===== config.mk =====
export PLATFORM = sky130hd
export DESIGN_NAME = pipe_stage_reg
export DESIGN_NICKNAME = d
export VERILOG_FILES = /design/src/rtl/pipe_stage_reg.sv
export SDC_FILE = /design/constraint.sdc
export NUM_CORES = 1
export LEC_CHECK = 0
export CAP_MARGIN = 20
export CORE_ASPECT_RATIO = 2
export CORE_UTILIZATION = 46
export CTS_CLUSTER_DIAMETER = 40
export CTS_CLUSTER_SIZE = 25
export DETAILED_ROUTE_END_ITERATION = 8
export PLACE_DENSITY = 0.77
export SYNTH_ARGS = -nofsm -noshare
export SYNTH_HDL_FRONTEND = slang
export SYNTH_SLANG_ARGS = --single-unit

===== constraint.sdc =====
create_clock -name clk -period 1.95 [get_ports clk]
set_input_delay 0.195 -clock clk [delete_from_list [all_inputs] [get_ports clk]]
set_output_delay 0.195 -clock clk [all_outputs]
set_load 0.05 [all_outputs]

===== src/rtl/pipe_stage_reg.sv =====
// Purpose: inter-stage pipeline register with a two-entry skid buffer, flush squash and stall counter.
// Latency: one cycle from accept to out_valid; one entry per cycle sustained while out_ready is high.
// Backpressure: in_ready is registered (!skid valid) and never depends combinationally on out_ready.
//
// Ports:
//   clk, reset_n            rising-edge clock, asynchronous active-low reset
//   flush                   synchronous squash of all held entries
//   in_valid/in_ready       upstream handshake, in_data/in_ctrl payload
//   out_valid/out_ready     downstream handshake, out_data/out_ctrl head entry
//   occupancy               entries held (0..2)
//   stall_cnt               saturating count of cycles with out_valid & !out_ready
module pipe_stage_reg #(
    parameter int DATA_W = 64,
    parameter int CTRL_W = 8,
    parameter int CNT_W  = 16
) (
    input  logic              clk,
    input  logic              reset_n,
    input  logic              flush,
    input  logic              in_valid,
    output logic              in_ready,
    input  logic [DATA_W-1:0] in_data,
    input  logic [CTRL_W-1:0] in_ctrl,
    output logic              out_valid,
    input  logic              out_ready,
    output logic [DATA_W-1:0] out_data,
    output logic [CTRL_W-1:0] out_ctrl,
    output logic [1:0]        occupancy,
    output logic [CNT_W-1:0]  stall_cnt
);

    // Main entry drives the outputs; skid entry only ever holds the younger entry.
    logic              main_vld_q, main_vld_d;
    logic [DATA_W-1:0] main_dat_q, main_dat_d;
    logic [CTRL_W-1:0] main_ctrl_q, main_ctrl_d;
    logic              skid_vld_q, skid_vld_d;
    logic [DATA_W-1:0] skid_dat_q, skid_dat_d;
    logic [CTRL_W-1:0] skid_ctrl_q, skid_ctrl_d;
    logic [CNT_W-1:0]  stall_q, stall_d;

    logic accept;
    logic consume;

    assign in_ready  = !skid_vld_q;
    assign out_valid = main_vld_q;
    assign out_data  = main_dat_q;
    // Stored ctrl is already zero for bubbles; the gate makes that unconditional at the port.
    assign out_ctrl  = main_vld_q ? main_ctrl_q : '0;
    assign occupancy = {1'b0, main_vld_q} + {1'b0, skid_vld_q};
    assign stall_cnt = stall_q;

    assign accept  = in_valid && in_ready;
    assign consume = main_vld_q && out_ready;

    always_comb begin
        main_vld_d  = main_vld_q;
        main_dat_d  = main_dat_q;
        main_ctrl_d = main_ctrl_q;
        skid_vld_d  = skid_vld_q;
        skid_dat_d  = skid_dat_q;
        skid_ctrl_d = skid_ctrl_q;

        if (flush) begin
            // Redirect: drop everything, including a same-cycle accept. Data may stay stale.
            main_vld_d  = 1'b0;
            main_ctrl_d = '0;
            skid_vld_d  = 1'b0;
            skid_ctrl_d = '0;
        end else if (!main_vld_q) begin
            if (accept) begin
                main_vld_d  = 1'b1;
                main_dat_d  = in_data;
                main_ctrl_d = in_ctrl;
            end
        end else if (!skid_vld_q) begin
            if (accept && consume) begin
                main_dat_d  = in_data;
                main_ctrl_d = in_ctrl;
            end else if (accept) begin
                skid_vld_d  = 1'b1;
                skid_dat_d  = in_data;
                skid_ctrl_d = in_ctrl;
            end else if (consume) begin
                main_vld_d  = 1'b0;
                main_ctrl_d = '0;
            end
        end else begin
            // Full: in_ready is low so only a consume can change state.
            if (consume) begin
                main_dat_d  = skid_dat_q;
                main_ctrl_d = skid_ctrl_q;
                skid_vld_d  = 1'b0;
                skid_ctrl_d = '0;
            end
        end
    end

    // Counts the stall cycle even when a flush lands in it.
    always_comb begin
        stall_d = stall_q;
        if (main_vld_q && !out_ready && (stall_q != {CNT_W{1'b1}})) begin
            stall_d = stall_q + 1'b1;
        end
    end

    always_ff @(posedge clk or negedge reset_n) begin
        if (!reset_n) begin
            main_vld_q  <= 1'b0;
            main_dat_q  <= '0;
            main_ctrl_q <= '0;
            skid_vld_q  <= 1'b0;
            skid_dat_q  <= '0;
            skid_ctrl_q <= '0;
            stall_q     <= '0;
        end else begin
            main_vld_q  <= main_vld_d;
            main_dat_q  <= main_dat_d;
            main_ctrl_q <= main_ctrl_d;
            skid_vld_q  <= skid_vld_d;
            skid_dat_q  <= skid_dat_d;
            skid_ctrl_q <= skid_ctrl_d;
            stall_q     <= stall_d;
        end
    end

endmodule


==> run metrics, run 1 <==
run status finished, violations left; failing checks negative setup slack; first-pass GRT wire length 27400 µm; Clock Path Buffers 2; fill count between 1000 and 1500; Tightest Pin Transition 607 ps; Arrival @ worst endpoint 2300 ps; Initial Util 47.3%; compound-cell area share of the yosys netlist 4.32%; mapped cell area roughly 7500 µm²; Setup CP Type flop to flop; die area ~17000 µm²; sequential share of power a little under two fifths; FF+latch count, synth between 150 and 200; Synth top cells by count 162 x dfrtp_1, 125 x mux2_2, 60 x mux2_4, 24 x a22o_1, 14 x xor2_1; Final Hold Violating Endpoints 0; Final Power 12.0 mW; Sw Ratio 33.9%; RSZ-0062 raised after global routing yes; core area 15900 µm²; Area Overhead vs Synth 40.3%; Post-synth EDFFs 0; Post-Synth Adder-Cell Area 0.500%; Crit. End Element flop; Detail Placement HPWL between 10000 and 15000 µm; P_leak roughly 4.7 nW; fin nets 788; Initial DRC Count 150; DR WL/cell 19.6 µm; row cnt between 60 and 70; setup clock skew after layout 15.1 ps; CP Launch Type flop; synthesized netlist net count 573; fin worst setup slack -53.3 ps; Internal ~7.9 mW; IO Count 169; DRT Pass-1 Iters 4; vias in the first global route 5364; synth top area cells dfrtp_1 54%, mux2_2 19%, mux2_4 12%; Sink Count 162; main combinational cell family by area after synthesis multiplexers; f_max between 400 and 500 MHz; Comb power frac 32.8%; Synth top area share between 50 and 60%; power density over the cells 1140 nW/µm²; CTS tree done; DR vias 4831; DP Area between 9000 and 10000 µm²; initial antenna violation count 0; Placer Congestion 0.751; H-tree depth 4; Peak VDD IR 0.771 mV; sequential element share of the synthesized area 54.0%; Setup TNS -1540 ps; Max Fanout on Critical Path 7; DRT antenna net count 0; number of diodes 0; largest net degree at the start of global routing 57; final global-route overflow total 0; max-capacitance violation count 0; Total Wirelength 18100 µm; # DRC 0; DIE HEIGHT 183 µm; Root Buffer clkbuf_16; Clk network pwr share between 20 and 30%; CTS Buf Count 17; Syn. warnings 0; clk slew on worst S/H paths 80 ps; HP Class input port to async pin; Main synth FF type dfrtp_1; Finished Core Util 66.4%; post-synthesis async set-or-reset flop share 100%; proportion of synthesized area in mux cells about a third; dominant cell type by area after synthesis dfrtp_1; Setup Viol. Count Final 55; port bufs between 150 and 200; Tmin final 2000 ps; synth unique cells 38; clock insertion delay at the later pin of the skew report 420 ps; P_sw 4.07 mW; Final period util 103%; Slew Viols, Final 0; Post-Synthesis Cells 493; via density per instance 5.24; final instance area about 11000 µm²; required time of the worst setup path 2240 ps; xor/xnor share of the synthesized area 1.75%; share of layout cells above drive strength 1 42.4%; most common cell in the netlist dfrtp_1; Die Wd 92.3 µm; GRT Overall Usage 21.0%; Post-Synth Simple-Gate Area a little over 4%; Relative slew margins 59.5%; syn avg cell area ~15 µm²
## layout by cell type, fill, tap and decap left out, types with 2 or more instances in the layout
cell	n
mux2_1	6
a21oi_1	4
buf_8	2
inv_8	3
clkdlybuf4s50_1	152
clkbuf_16	22
a22o_1	24
clkbuf_8	2
nand3_1	2
mux2_4	64
dfrtp_1	151
dlymetal6s2s_1	3
xor2_1	14
nand4_1	5
and3_1	3
buf_6	5
nor3_1	5
mux2_2	121
buf_4	43
nor2b_1	2
inv_1	3
clkinv_4	3
nand2_1	11
nor2_1	8
o21ai_0	3
buf_16	2
nor4_1	3
dfrtp_2	11
and2_1	9
bufinv_16	2
inv_6	3
buf_12	8
inv_2	2
## sequential cells by signal, indices dropped and copies added (netlist names)
register     cells
skid_vld_q       1
out_valid        1
skid_dat_q      64
skid_ctrl_q      8
stall_cnt       16
out_data        64
main_ctrl_q      8
## final timing paths
kind	startpoint	endpoint	slack [ps]	cells past startpoint
max in group asynchronous	reset_n	skid_dat_q[51]	890	3
worst max register to register	out_valid	out_data[31]	-50	7
worst min-delay path	reset_n	skid_dat_q[17]	280	2
min in group clk	in_data[17]	skid_dat_q[17]	420	2
worst min register to register	skid_dat_q[9]	skid_dat_q[9]	480	1
worst max-delay path	out_valid	out_data[31]	-50	7
## cells by family (layout without fill, tap and decap cells)
kind of cell    after synthesis  in the layout
flops                       162            162
compound gates               37             37
mux                         192            192
xor+xnor                     15             15
buf+inv                      30            258
simple gates                 54             54
fa+ha+maj                     3              3
## stage by stage
stage,hold WS [ps],setup WS (ps),cells
final,280,-53.3,922
after global routing,322,-96.8,922
after CTS,310,-27.7,909
after detailed placement,183,-87.7,876
after global placement,175,-53.5,876
after floorplan,-101,-236,493
## layout make-up
class	instances	area, µm²	area share, %
multi-input combinational	301	3250	30.9
timing repair buffer	221	2320	22.0
sequential	162	4070	38.7
tap	201	251	2.39
clock inverter	13	168	1.59
clock buffer	19	453	4.30
inverter	5	18.8	0.178
## power by group through the flow
stage          Clock (mW)  Sequential, mW  Combinational, mW
2_1_floorplan           0            5.83               1.24
3_3_place_gp            0            4.59               3.75
3_5_place_dp            0            4.64               3.84
4_1_cts              3.53            4.60               3.86
5_1_grt              3.66            4.68               4.12
6_report             3.47            4.59               3.94
## critical path: stages, from the launching register on
cell and delay (ps):
dfrtp_2 450, ha_4 180, nor2b_4 120, o32a_4 350
nor2_8 130, buf_12 170, buf_6 180, mux2_4 300
## metal layers
metal	wire (µm)	up-vias	part of all wire [%]	global-route usage, %
li1	-	2218	-	-
met1	6750	2474	37	22.6
met2	10400	114	57	39.7
met3	558	25	3.1	3.67
met4	398	0	2.2	8.19
met5	0	-	0	0
## timing repair
action / 4_1_cts / 5_1_grt
hold endpoints to repair: 52 / 0
setup endpoints to repair: 45 / 131
hold buffers: 1 / 0
gates cloned: 0 / 8
pin swaps: 0 / 3
resized for setup: 3 / 22
setup buffers: 0 / 5
Note: power is estimated with default switching activity, not from simulation.
==> run 2, diff against run 1 <==
GPL_TIMING_DRIVEN = 0   (was default)
PLACE_DENSITY = 0.8   (was 0.77)
==> run metrics, run 2 (synthesis results as in run 1) <==
clk slew on worst S/H paths 60 ps (-20 ps); reg2reg start out_valid; final instance area 10400 µm² (-1.4%); CP Buf/Inv Count 2 (unchanged); area of the multi-input gates 3230 µm² (-0.58%); commonest non-fill, non-tap cells in the layout 152 x clkdlybuf4s50_1, 151 x dfrtp_1, 123 x mux2_2; CP Depth 7 (unchanged); f_max 493 MHz (-1.2%); Sink Count 162 (unchanged); Clock Path Buffers 2 (unchanged); Critical Path, Cell by Cell ha_4 -> nor2b_4 -> o32a_4 -> nor2_8 -> buf_12 -> clkbuf_16 -> mux2_4; Die Wd 92.3 µm (unchanged); Peak VDD IR 0.628 mV (-19%); Critical Path Sink out_data[39]; Tightest Pin Transition 870 ps (+262 ps); largest net degree at the start of global routing 95 (+67%); Setup TNS -2770 ps (-1230 ps); most common cell after layout, fill and taps aside clkdlybuf4s50_1; Critical R2R Capture out_data[39]; Finished Core Util 65.4% (-0.92 points); setup clock skew after layout 9.45 ps (-5.69 ps); Reg2Reg Depth 7 (unchanged); fin worst setup slack -77.6 ps (-24.3 ps); Arrival @ worst endpoint 2330 ps (+30 ps); P_leak 4.63 nW (-1.5%); Worst path top cell family by delay flip-flops; final hold slack 133 ps (-148 ps); Final period util 104% (+1.2 points); failing checks negative setup slack; share of layout cells above drive strength 1 40.7% (-1.8 points); HP Class input port to flop; port bufs 167 (-0.60%); H-tree depth 4 (unchanged); Initial Util 47.3% (unchanged); Worst R2R Setup Slack -80 ps (-20 ps); die area 16900 µm² (unchanged); core area 15900 µm² (unchanged); # DRC 0 (unchanged); Setup CP Type flop to flop; Area Overhead vs Synth 38.4%; Total Wirelength 17600 µm (-2.8%); worst setup path startpoint out_valid; Setup Viol. Count Final 62 (+13%); Final Hold Violating Endpoints 0 (unchanged); vias in the first global route 5434 (+1.3%); Post-Place Worst Slack -436 ps (-349 ps); CTS Buf Count 17 (unchanged); DR WL/cell 19.3 µm (-1.5%); slowest cell on the critical path dfrtp_2; DRT antenna net count 0 (unchanged); Root Buffer clkbuf_16; required time of the worst setup path 2250 ps (about the same); Max Fanout on Critical Path 8 (+1); power density over the cells 1140 nW/µm² (+0.20%); Slew Viols, Final 0 (unchanged); row cnt 65 (unchanged); Initial DRC Count 179 (+19%); final global-route overflow total 0 (unchanged); Placer Congestion 0.779 (+3.8%); via density per instance 5.28 (+0.79%); Crit. End Element flop; post-route insts no fill 910 (-1.3%); Relative slew margins 42.0% (-17 points); first-pass GRT wire length 28500 µm (+4.0%); fin nets 777 (-1.4%); max-capacitance violation count 0 (unchanged); initial antenna violation count 1 (+1); run status finished, violations left; clock insertion delay at the later pin of the skew report 420 ps (about the same); DP Cell Count 862 (-1.6%); fill count 1196 (+0.42%); Final Power 11.9 mW (-1.2%); IO Count 169 (unchanged); Reg area 4070 µm² (unchanged); DR vias 4806 (-0.52%); DRT Pass-1 Iters 4 (unchanged); RSZ-0062 raised after global routing yes; Detail Placement HPWL 12300 µm (+2.8%); CTS tree done; Tmin final 2030 ps (+24.3 ps); DIE HEIGHT 183 µm (unchanged); GRT Overall Usage 22.1% (+1.1 points); Crit path largest cell delay 450 ps (about the same); CP Launch Type flop; DP Area 9480 µm² (-1.3%)
==> run 2: worst register-to-register path: cells and delay by family (launching register included) <==
family	cells	cell delay, ps
mux	1	300
compound gates	1	400
buf+inv	2	340
flops	1	450
simple gates	2	240
fa+ha+maj	1	190
==> run 2: report_power, final <==
part	switching, mW	internal (mW)	leakage (nW)	total, mW
logic	2.11	1.76	2.36	3.87
clock network	1.32	2.06	0.288	3.39
registers	0.485	4.13	1.98	4.61
==> run 2: metal layers <==
metal	global-route usage, %	wire length, µm	vias to the layer above
met5	0	0	-
met4	10.1	499	0
met3	5.04	762	30
met2	40.7	9930	139
met1	23.4	6410	2460
li1	-	-	2177
==> run 2: final cells by class <==
| cell class | instances | share of cell area [%] |
|---|---|---|
| flip-flops and latches | 162 | 39.2 |
| multi-input cells | 301 | 31.1 |
| repair buffers | 185 | 18.9 |
| clock buffers | 20 | 4.40 |
| plain buffers | 25 | 2.46 |
| well taps | 201 | 2.42 |
| clock inverters | 10 | 1.29 |
| inverters | 5 | 0.181 |
| diodes | 1 | 0.0241 |
==> run 2: timing repair <==
item / 4_1_cts / 5_1_grt
hold buffers: 1 / 0
endpoints found under the hold margin: 93 / 0
cloned: 2 / 4
gates resized for setup: 43 / 24
buffers inserted: 8 / 2
pin swaps: 2 / 4
endpoints found under the setup margin: 136 / 80
==> run 2: how the worst min path moves through the flow <==
stage | endpoint | startpoint | cells after the start | slack (ps)
2_1_floorplan | main_ctrl_q[0] | reset_n | 0 | -100
3_3_place_gp | skid_dat_q[60] | skid_dat_q[60] | 1 | 460
3_5_place_dp | skid_dat_q[18] | reset_n | 1 | 340
4_1_cts | out_valid | flush | 2 | 120
5_1_grt | out_valid | flush | 2 | 140
6_report | out_valid | flush | 2 | 130
==> patch 1: new RTL, flow settings as in run 2 <==
Set the parameter `CNT_W` to 32 (it was 16).
--- a/src/rtl/pipe_stage_reg.sv
+++ b/src/rtl/pipe_stage_reg.sv
@@ -12,7 +12,7 @@
 module pipe_stage_reg #(
     parameter int DATA_W = 64,
     parameter int CTRL_W = 8,
-    parameter int CNT_W  = 16
+    parameter int CNT_W  = 32
 ) (
     input  logic              clk,
     input  logic              reset_n,
Ports: changed (resized stall_cnt); port bits go from 169 to 185. The function was not compared with the original's and may differ.
==> patch 1 against run 2 <==
  * Clock power shrank 3%
  * First-iteration DRC count grew 2.2%
  * Sequential cell count grew 16
  * Largest cell class unchanged
  * Design area grew 4.7%
  * Largest power group unchanged
  * Area after synthesis grew 6.3%
  * Power shrank 1.0%
  * Register-to-register slack gained 0.14 ns
  * Worst setup slack gained 0.12 ns
  * Wire length grew 6.1%
  * Fmax grew 6.5%
  * Die area grew 6.1%
==> patch 1: results (changes against run 2) <==
[placed_design]
dp_hpwl_mm = 13.69  ; +12%
dp.cells = 947  ; +9.9%
place_ws_ns = -0.5741  ; -0.1378 ns
gp_congestion = 0.8214  ; +5.5%
portBuffers = 183  ; +9.6%

[pwr]
p_int_mw = 7.795  ; -1.9%
sw_frac_of_total_pct = 33.62  ; +0.64 points
comb_power_mw = 3.56  ; -8.0%
powerClk_mw = 3.28  ; -3%

[grt]
grt_pass1_vias = 6009  ; +11%
antenna_found_initial = 0  ; -1
grt_max_degree = 118  ; +24%
met3_usage_pct = 4.339  ; -0.70 points
grt_pass1_wl_mm = 29.99  ; +5.4%
grtUsageTotal_pct = 21.98  ; -0.068 points

[timing]
skew_ns = 0.008499  ; -0.0009479 ns
max_freq_ghz = 0.5251  ; +6.5%
whs_ns = 0.2941  ; +0.1615 ns

[yosys]
syn_inst = 556  ; +13%
yosys-top-cells-area = dfrtp_1, mux2_2, a22o_1
syn_nets = 636  ; +11%
seq_area_frac_synth_pct = 55.89  ; +1.8 points

[critical_path]
r2r_cells = 8  ; +1
slowest_stage = clkdlybuf4s50_1
r2r-end = out_data[21]
cp.arrival_ns = 1.71  ; -0.62 ns
critPathLaunch = stall_cnt[22]
endpoint = stall_cnt[22]
crit_path_max_incr_delay_ns = 0.86  ; +0.41 ns
cp_top_family = buffers and inverters
r2r_setup_slack_ns = 0.06  ; +0.14 ns
path_max_fanout = 5  ; -3

[finish]
drive_gt1_share_pct = 38.34  ; -2.3 points
fill_cells = 1243  ; +3.9%
diodes = 0  ; -1
fin_nets = 852  ; +9.7%

[routing]
totalWireLength_mm = 18.67  ; +6.1%
dr_wl_met2_mm = 10.79  ; +8.6%
wl_met1_mm = 6.599  ; +3.0%
wl_met3_um = 786  ; +3.1%
vias_per_cell = 5.413  ; +2.5%
drtIter0Drc = 183  ; +2.2%

[outcome]
status = finished clean

[clock_network]
post_cts_buffers = 12  ; +4
cts-resized-gates = 50  ; +16%

-- patch 1: cell count changes in the layout (fill, tap and decap cells not counted), sizes merged, moves of 15 or more --
cell	change
dfrtp	+16
xnor2	+22
clkdlybuf4s50	+16
nand3	+15
-- patch 1: cell families after synthesis --
group                      after synthesis  share of synthesized area [%]
AOI/OAI and AO/OA                       40                          4.144
xor gates and xnor gates                31                          3.407
adders and majority gates                3                         0.4710
buffers and inverters                   32                          2.166
DFF                                    178                          55.89
muxes                                  192                          27.16
and+or+nand+nor                         80                          6.766
-- patch 1: final cells by class --
class / instances / area [um^2] / share of cell area [%]
plain buffers: 25 / 207.7 / 1.911
multi-input cells: 346 / 3387 / 31.16
clock inverters: 11 / 106.4 / 0.9785
repair buffers: 197 / 1944 / 17.89
flip-flops and latches: 178 / 4478 / 41.20
inverters: 7 / 26.28 / 0.2417
well taps: 207 / 259.0 / 2.383
clock buffers: 21 / 460.4 / 4.236
==> patch 2: new RTL, config.mk and constraints of run 2 <==
Made on the original files. Reset style: synchronous (`reset_n`), changed in one clocked block. Comments in the files are not updated.
--- a/src/rtl/pipe_stage_reg.sv
+++ b/src/rtl/pipe_stage_reg.sv
@@ -103,7 +103,7 @@
         end
     end
 
-    always_ff @(posedge clk or negedge reset_n) begin
+    always_ff @(posedge clk) begin
         if (!reset_n) begin
             main_vld_q  <= 1'b0;
             main_dat_q  <= '0;
Check against the original RTL: differs if reset_n is asserted again (counterexample within 4 cycles, from zero or initial values and one cycle with reset_n low); with reset_n held inactive, the same outputs for 4 cycles.
==> patch 2 against run 2 <==
  * The flow still finishes with violations (negative setup slack)
  * Critical endpoint is now out_data[58]
  * Area after synthesis shrank 4.9%
  * Wire length grew 25%
  * Fmax shrank 2.5%
  * Highest routed layer unchanged
  * Design area grew 1.4%
  * Worst setup slack lost 0.053 ns
  * Sequential cell count is the same
Power is not compared: it rests on default switching activity, and its combinational part moved more than twofold at a synthesized area within 25%.
==> patch 2: results (changes against run 2) <==
[outcome]
status = finished with violations
violations = negative setup slack

[routing]
vias_per_cell = 5.698  ; +7.9%
drtIter0Drc = 413  ; +130%
wl_met3_mm = 1.036  ; +36%
dr_wl_met2_mm = 12.15  ; +22%

[critical_path]
r2r_cells = 10  ; +3
r2r-end = out_data[58]
cp.arrival_ns = 2.41  ; +0.08 ns
cp_top_family = buffers and inverters

[placed_design]
gp_congestion = 0.8272  ; +6.2%
place_area_mm2 = 0.009200  ; -2.9%
place_ws_ns = -0.8816  ; -0.4453 ns

[grt]
grt_pass1_vias = 7089  ; +30%
grtUsageMet1_pct = 26.04  ; +2.7 points
grtUsageTotal_pct = 26.68  ; +4.6 points
met3_usage_pct = 5.286  ; +0.24 points
grt_util_met2_pct = 51.84  ; +11 points

[yosys]
synth_mux_area_share_pct = 1.263  ; -31 points
synthAdderAreaFrac_pct = 0.5264  ; +0.026 points
async_flop_share_pct = 0  ; -100 points

[timing]
setup_tns_ns = -5.958  ; -3.189 ns
setup_viol = 63  ; +1.6%
finalWorstSetupSlack_ns = -0.1305  ; -0.05290 ns

[worst_hold_path]
whs_endpoint = skid_dat_q[3]
hp-start = in_data[3]

[finish]
multi_input_cells = 547  ; +82%
clock_cell_area_share_pct = 5.645  ; -0.045 points
fin_nets = 1139  ; +47%

## patch 2: cell types whose count changed after synthesis, moves of 76 or more
cell / before / now
a211oi_1: 0 / 77
a21oi_1: 4 / 80
dfrtp_1: 162 / 0
dfxtp_1: 0 / 162
mux2_2: 125 / 0
nand2_1: 11 / 154
## patch 2: power breakdown
group	leakage (nW)	switching (mW)	internal [mW]
clock	0.289	1.48	1.92
combinational	2.31	0.954	0.627
sequential	1.32	0.0781	3.44
## patch 2: per-stage QoR
| step | hold slack (ns) | std cells |
|---|---|---|
| after floorplan | 0.3310 | 859 |
| after global placement | 0.4370 | 1225 |
| after detailed placement | 0.4420 | 1225 |
| after CTS | 0.3499 | 1266 |
| after global routing | 0.3671 | 1271 |
| final | 0.3546 | 1271 |
## patch 2: kinds of logic (layout without fill, tap and decap cells)
family,Yosys count,after routing
simple gates,291,291
compound gates,244,244
flops,162,162
buf+inv,150,363
mux,9,9
fa+ha+maj,3,3
other cells,0,1
